--- src/rtl/if_fetch_unit.sv ---
// Instruction fetch unit: one-outstanding-request cache front end with next-PC
// redirect priority, pending-redirect latching, flush/drop handling and AdEL detection.
module if_fetch_unit #(
  parameter logic [31:0] RESET_PC   = 32'hBFC0_0000,
  parameter logic [31:0] EXC_VECTOR = 32'hBFC0_0380
) (
  input  logic        clk,
  input  logic        rst_n,
  input  logic        stall_f_i,
  input  logic        flush_f_i,
  input  logic        epc_sel_i,
  input  logic [31:0] epc_out_i,
  input  logic        jump_i,
  input  logic [31:0] jump_addr_i,
  input  logic        jump_reg_i,
  input  logic [31:0] pc_src_reg_i,
  input  logic        branch_d_i,
  input  logic [31:0] branch_addr_i,
  output logic        inst_req_o,
  output logic [31:0] inst_addr_o,
  input  logic        inst_addr_ok_i,
  input  logic        inst_data_ok_i,
  input  logic [31:0] inst_rdata_i,
  output logic [31:0] instr_f_o,
  output logic [31:0] pc_f_o,
  output logic [31:0] pc_plus_4_f_o,
  output logic        valid_f_o,
  output logic        adel_f_o
);

  typedef enum logic [1:0] {IDLE, REQ, WAIT, HOLD} state_t;

  state_t      state_q;
  logic [31:0] fetch_pc_q;
  logic        inst_req_q;
  logic [31:0] inst_addr_q;
  logic [31:0] instr_q;
  logic [31:0] pc_q;
  logic [31:0] pc_plus_4_q;
  logic        valid_q;
  logic        adel_q;
  logic        drop_q;
  logic        pend_valid_q;
  logic [2:0]  pend_pri_q;
  logic [31:0] pend_pc_q;

  logic [2:0]  cur_pri;
  logic [31:0] cur_pc;
  logic        use_cur;
  logic [31:0] next_pc_d;
  logic        misaligned;
  logic        accept;
  logic        capture;
  logic        discard;
  logic        hold_go;
  logic        retarget;
  logic        load;

  // Redirect sources encoded by priority level so a pending one can be out-ranked.
  always_comb begin
    cur_pri = 3'd0;
    cur_pc  = 32'd0;
    if (flush_f_i) begin
      cur_pri = 3'd5;
      cur_pc  = EXC_VECTOR;
    end else if (epc_sel_i) begin
      cur_pri = 3'd4;
      cur_pc  = epc_out_i;
    end else if (jump_reg_i) begin
      cur_pri = 3'd3;
      cur_pc  = pc_src_reg_i;
    end else if (jump_i) begin
      cur_pri = 3'd2;
      cur_pc  = jump_addr_i;
    end else if (branch_d_i) begin
      cur_pri = 3'd1;
      cur_pc  = branch_addr_i;
    end
  end

  assign use_cur    = (cur_pri != 3'd0) && (!pend_valid_q || (cur_pri >= pend_pri_q));
  assign next_pc_d  = use_cur ? cur_pc : (pend_valid_q ? pend_pc_q : fetch_pc_q + 32'd4);
  assign misaligned = |fetch_pc_q[1:0];
  assign accept     = (state_q == REQ) && inst_req_q && inst_addr_ok_i;
  // A misaligned PC never reaches the cache; it completes like a returned word.
  assign capture    = ((state_q == WAIT) && inst_data_ok_i) ||
                      ((state_q == REQ) && ((accept && inst_data_ok_i) || misaligned));
  assign discard    = capture && (flush_f_i || drop_q);
  assign hold_go    = (state_q == HOLD) && (!stall_f_i || flush_f_i);
  assign retarget   = (state_q == REQ) && flush_f_i && !accept && !misaligned;
  assign load       = (capture && (discard || !stall_f_i)) || hold_go || retarget;

  always_ff @(posedge clk or negedge rst_n) begin
    if (!rst_n) begin
      state_q      <= IDLE;
      fetch_pc_q   <= RESET_PC;
      inst_req_q   <= 1'b0;
      inst_addr_q  <= RESET_PC;
      instr_q      <= 32'd0;
      pc_q         <= 32'd0;
      pc_plus_4_q  <= 32'd0;
      valid_q      <= 1'b0;
      adel_q       <= 1'b0;
      drop_q       <= 1'b0;
      pend_valid_q <= 1'b0;
      pend_pri_q   <= 3'd0;
      pend_pc_q    <= 32'd0;
    end else begin
      if (load) begin
        state_q      <= REQ;
        fetch_pc_q   <= next_pc_d;
        inst_addr_q  <= next_pc_d;
        inst_req_q   <= ~|next_pc_d[1:0];
        pend_valid_q <= 1'b0;
        pend_pri_q   <= 3'd0;
      end else begin
        if (use_cur) begin
          pend_valid_q <= 1'b1;
          pend_pri_q   <= cur_pri;
          pend_pc_q    <= cur_pc;
        end
        case (state_q)
          IDLE: begin
            state_q     <= REQ;
            fetch_pc_q  <= RESET_PC;
            inst_addr_q <= RESET_PC;
            inst_req_q  <= ~|RESET_PC[1:0];
          end
          REQ: begin
            if (capture) begin
              state_q    <= HOLD;
              inst_req_q <= 1'b0;
            end else if (accept) begin
              state_q    <= WAIT;
              inst_req_q <= 1'b0;
            end
          end
          WAIT: begin
            if (capture) state_q <= HOLD;
          end
          default: state_q <= HOLD;
        endcase
      end

      if (capture)
        drop_q <= 1'b0;
      else if (flush_f_i && ((state_q == WAIT) || accept))
        drop_q <= 1'b1;

      if (capture && !discard) begin
        valid_q     <= 1'b1;
        adel_q      <= misaligned;
        instr_q     <= misaligned ? 32'd0 : inst_rdata_i;
        pc_q        <= fetch_pc_q;
        pc_plus_4_q <= fetch_pc_q + 32'd4;
      end else if (!stall_f_i || flush_f_i) begin
        valid_q <= 1'b0;
        adel_q  <= 1'b0;
      end
    end
  end

  assign inst_req_o    = inst_req_q;
  assign inst_addr_o   = inst_addr_q;
  assign instr_f_o     = instr_q;
  assign pc_f_o        = pc_q;
  assign pc_plus_4_f_o = pc_plus_4_q;
  assign valid_f_o     = valid_q;
  assign adel_f_o      = adel_q;

endmodule

--- config.mk ---
export PLATFORM = sky130hd
export DESIGN_NAME = if_fetch_unit
export DESIGN_NICKNAME = d
export VERILOG_FILES = /design/src/rtl/if_fetch_unit.sv
export SDC_FILE = /design/constraint.sdc
export NUM_CORES = 1
export LEC_CHECK = 0
export CAP_MARGIN = 20
export CORE_UTILIZATION = 45
export DETAILED_ROUTE_END_ITERATION = 10
export GPL_ROUTABILITY_DRIVEN = 0
export GPL_TIMING_DRIVEN = 0
export PLACE_DENSITY = 0.8
export SETUP_SLACK_MARGIN = 0.15
export SLEW_MARGIN = 20
export SYNTH_ARGS = -nofsm -noshare
export SYNTH_HDL_FRONTEND = slang
export SYNTH_SLANG_ARGS = --single-unit
--- constraint.sdc ---
create_clock -name clk -period 2.8 [get_ports clk]
set_input_delay 0.84 -clock clk [delete_from_list [all_inputs] [get_ports clk]]
set_output_delay 0.84 -clock clk [all_outputs]
set_load 0.01 [all_outputs]
==> qor.txt <==
Run status -> finished, final reports clean
Max-cap violations -> 0
Worst Clk Skew -> 0.009019 ns
Post-DR vias/cell -> 5.691
Routed len/inst -> 20.17 µm
Tcrit/Tclk final -> 93.90%
Worst-Margin Slew -> 0.7968 ns
Worst-path clk slew -> 0.06 ns
GR Util met2 -> 53.75%
I/O Pins -> 301
DRT iter0 DRCs -> 703
Largest net degree at the start of global routing -> 90
CTS Hold Buffers Added -> 0
CTS H-tree lvls -> 4
Routed wire length -> 31840 µm
Startpoint types -> input pin
Die Wd -> 144.0 µm
Antenna viol nets, final -> 0
Post-synth EDFFs -> 0
Initial core utilization -> 46.31%
Die area -> 20730 µm²
Fin crit period -> 2.629 ns
Pins Over Slew Limit -> 0
Yosys Warn Count -> 0
Synth cell types -> 75
Worst-path fanout max -> 6
CP Buf/Inv Count -> 6
Fillers -> 1546
Fin nets -> 1475
Dominant synthesized flop cell -> dfrtp_1
CP Data Arrival Time -> 3.01 ns
Post-synthesis cell area -> 9071 µm²
Row cnt -> 51
GRT overflow -> 0
LEAKAGE -> 5.665 nW
Post-Synthesis Cells -> 963
Fraction of registers with async set/reset -> 100.0%
Power Total -> 14.41 mW
DP Cell Count -> 1529
DR vias -> 8986
Number of synthesized register bits -> 168
Largest delay share family, worst path -> buffers and inverters
GR Layer Usage met1 -> 37.26%
Layout cell share with drive strength beyond 1 -> 16.06%
Final Hold Fails -> 0
Power per standard cell area -> 1070 nW/µm²
Syn_area_per_cell -> 9.420 µm²
Clock sink count -> 168
Fin util -> 68.70%
Grt peak-use layer -> met2
Global-route wire length before repair -> 48190 µm
Syn nets -> 1137
DRC -> 0
Final setup margin -> 0.1708 ns
CP endpoint kind -> flop
Unrepaired setup endpoints after global routing -> true
CTS Buffer Depth -> 2
Maximum vdd drop -> 0.6248 mV
N_diodes -> 0
Vias in the first global route -> 8785
Critical path class -> in -> reg
Worst rel slew slack -> 46.88%
Core Box Area -> 19590 µm²
Clock root cell -> clkbuf_16
Met3 Usage GRT -> 7.185%
Hold WC Path Type -> in -> async
Worst Path Required -> 3.18 ns
Clk_lat worst skew -> 0.44 ns
Hpwl dp -> 24720 µm
Initial DRT Pass Iterations -> 5
Crit-path cells -> buf_4 > buf_8 > buf_8 > buf_6 > nor2_4 > nor2_2 > nor2_2 > ha_1 > nand2b_4 > nand3_4 > a21o_4 > buf_8 > buf_8 > mux2i_2 > o211ai_1 > nand2_1
Setup Viol. Count Final -> 0
Max incr delay on CP -> 0.25 ns
IO Port Bufs -> 300
Fin cells -> 1579
GRT Overall Usage -> 31.00%
CTS tree -> yes
Max Clk Rate -> 380.3 MHz
Number of CTS-inserted buffers -> 17
Vert. Die Dim -> 144.0 µm
Initial antenna violation count -> 0
P&R area growth vs syn -> 48.37%
CP max stage cell -> mux2i_2
Dpl ws -> -0.9918 ns
Most used cell, CP -> buf_8
Sequential area share after synthesis -> 46.47%
[per-layer routing]
metal / vias up / share of wire [%] / routed length, µm
met1: 4315 / 39 / 12490
met3: 75 / 8.4 / 2667
met5: - / 0 / 0
met4: 0 / 3.2 / 1020
met2: 483 / 49 / 15670
li1: 4113 / - / -
[layout by cell type (no fill, tap or decap), types with 10 or more instances in the layout]
cell               n
nor2b_1           10
a221oi_1          12
o21ai_1           24
nand3_1           13
nand4_1           10
a21oi_1           42
nor3_1            10
a211oi_1          13
clkdlybuf4s50_1  294
a221o_1           25
xnor2_1           13
buf_6             10
dfrtp_1          159
o21ai_0           92
clkbuf_1          27
inv_1             31
nor2_1            42
buf_4             28
nand2_1          167
mux2_2            32
buf_2             24
nand2b_1          12
clkbuf_16         18
xor2_1            13
[cells by family after synthesis]
family | share of synthesized area (%)
AO/OA/AOI/OAI | 21.97
flip-flops | 46.47
multiplexers | 4.428
AND/OR/NAND/NOR | 17.88
adder cells (fa/ha/maj) | 0.5517
buffers and inverters | 6.193
XOR/XNOR | 2.510
[flip-flops by register name, summed over array words and instances, names as in the netlist]
| name | cells |
|---|---|
| drop_q | 1 |
| inst_addr_o | 32 |
| pend_pri_q | 3 |
| pc_f_o | 32 |
| inst_req_o | 1 |
| instr_f_o | 32 |
| adel_f_o | 1 |
| pc_plus_4_f_o | 30 |
| pend_valid_q | 1 |
| valid_f_o | 1 |
| pend_pc_q | 32 |
| state_q | 2 |
[cell type report]
type	instances	area, µm²	share of cell area [%]
buffer	78	523.0	3.886
clock buffer	21	470.5	3.495
clock inverter	11	146.4	1.088
inverter	32	122.6	0.9110
multi-input combinational	684	4420	32.84
sequential	168	4215	31.32
tap	265	331.6	2.464
timing repair buffer	320	3229	23.99
[final timing paths]
kind                           startpoint         endpoint  slack (ns)  cells past startpoint
max reg2reg                inst_addr_o[2]  inst_addr_o[20]        0.43                      7
min reg2reg                  pend_pc_q[5]     pend_pc_q[5]        0.47                      2
min                                 rst_n     instr_f_o[8]        0.36                      1
max                            jump_reg_i  inst_addr_o[10]        0.17                     16
max in group asynchronous           rst_n  inst_addr_o[31]        1.58                      2
min in group clk             pend_pc_q[5]     pend_pc_q[5]        0.47                      2
[cell usage after synthesis, types with 8 or more instances]
cell	count	area (µm²)
o21ai_0	101	505.5
nand2b_1	13	81.33
mux2_2	33	371.6
buf_6	8	90.09
buf_4	10	75.07
dfstp_2	9	236.5
nor2b_1	10	62.56
nand2_1	169	634.4
a211oi_1	14	105.1
xor2_1	13	113.9
a221oi_1	12	105.1
nor3_1	10	50.05
nand4_1	10	62.56
a221o_1	25	250.2
o31ai_1	10	75.07
xnor2_1	13	113.9
inv_1	31	116.4
buf_2	29	145.1
clkbuf_1	29	108.9
nor2_1	47	176.4
a21oi_1	43	215.2
a21o_1	9	67.56
dfrtp_1	159	3979
o21ai_1	15	75.07
nand3_1	15	75.07
[where the power goes]
group / internal (mW) / switching, mW
Clock: 1.47 / 0.985
Combinational: 3.58 / 3.89
Sequential: 3.56 / 0.912
Total: 8.62 / 5.79
[metrics by stage]
step / hold WS (ns) / instance area, µm² / TNS (ns)
after floorplan: 0.4413 / 9146 / 0
after global placement: 0.4570 / 12480 / -1061.50
after detailed placement: 0.4637 / 12510 / -93.78
after CTS: 0.3961 / 13310 / 0
after global routing: 0.4123 / 13460 / 0
final: 0.3590 / 13460 / 0
[worst reg2reg max path, cell delays in order, from the launching register on]
cell      delay, ns
dfrtp_1        0.54
ha_1           0.31
nand3_1        0.15
nor4_4         0.43
nand2_1        0.14
xor2_1         0.29
a211oi_1       0.12
a311o_1        0.29
[what timing repair did]
item,4_1_cts,5_1_grt
gates cloned,1,1
gates resized for setup,46,18
setup buffers,10,7
endpoints found under the setup margin,107,74
pin swaps,6,9
No activity file was read; power rests on OpenSTA's default activity.
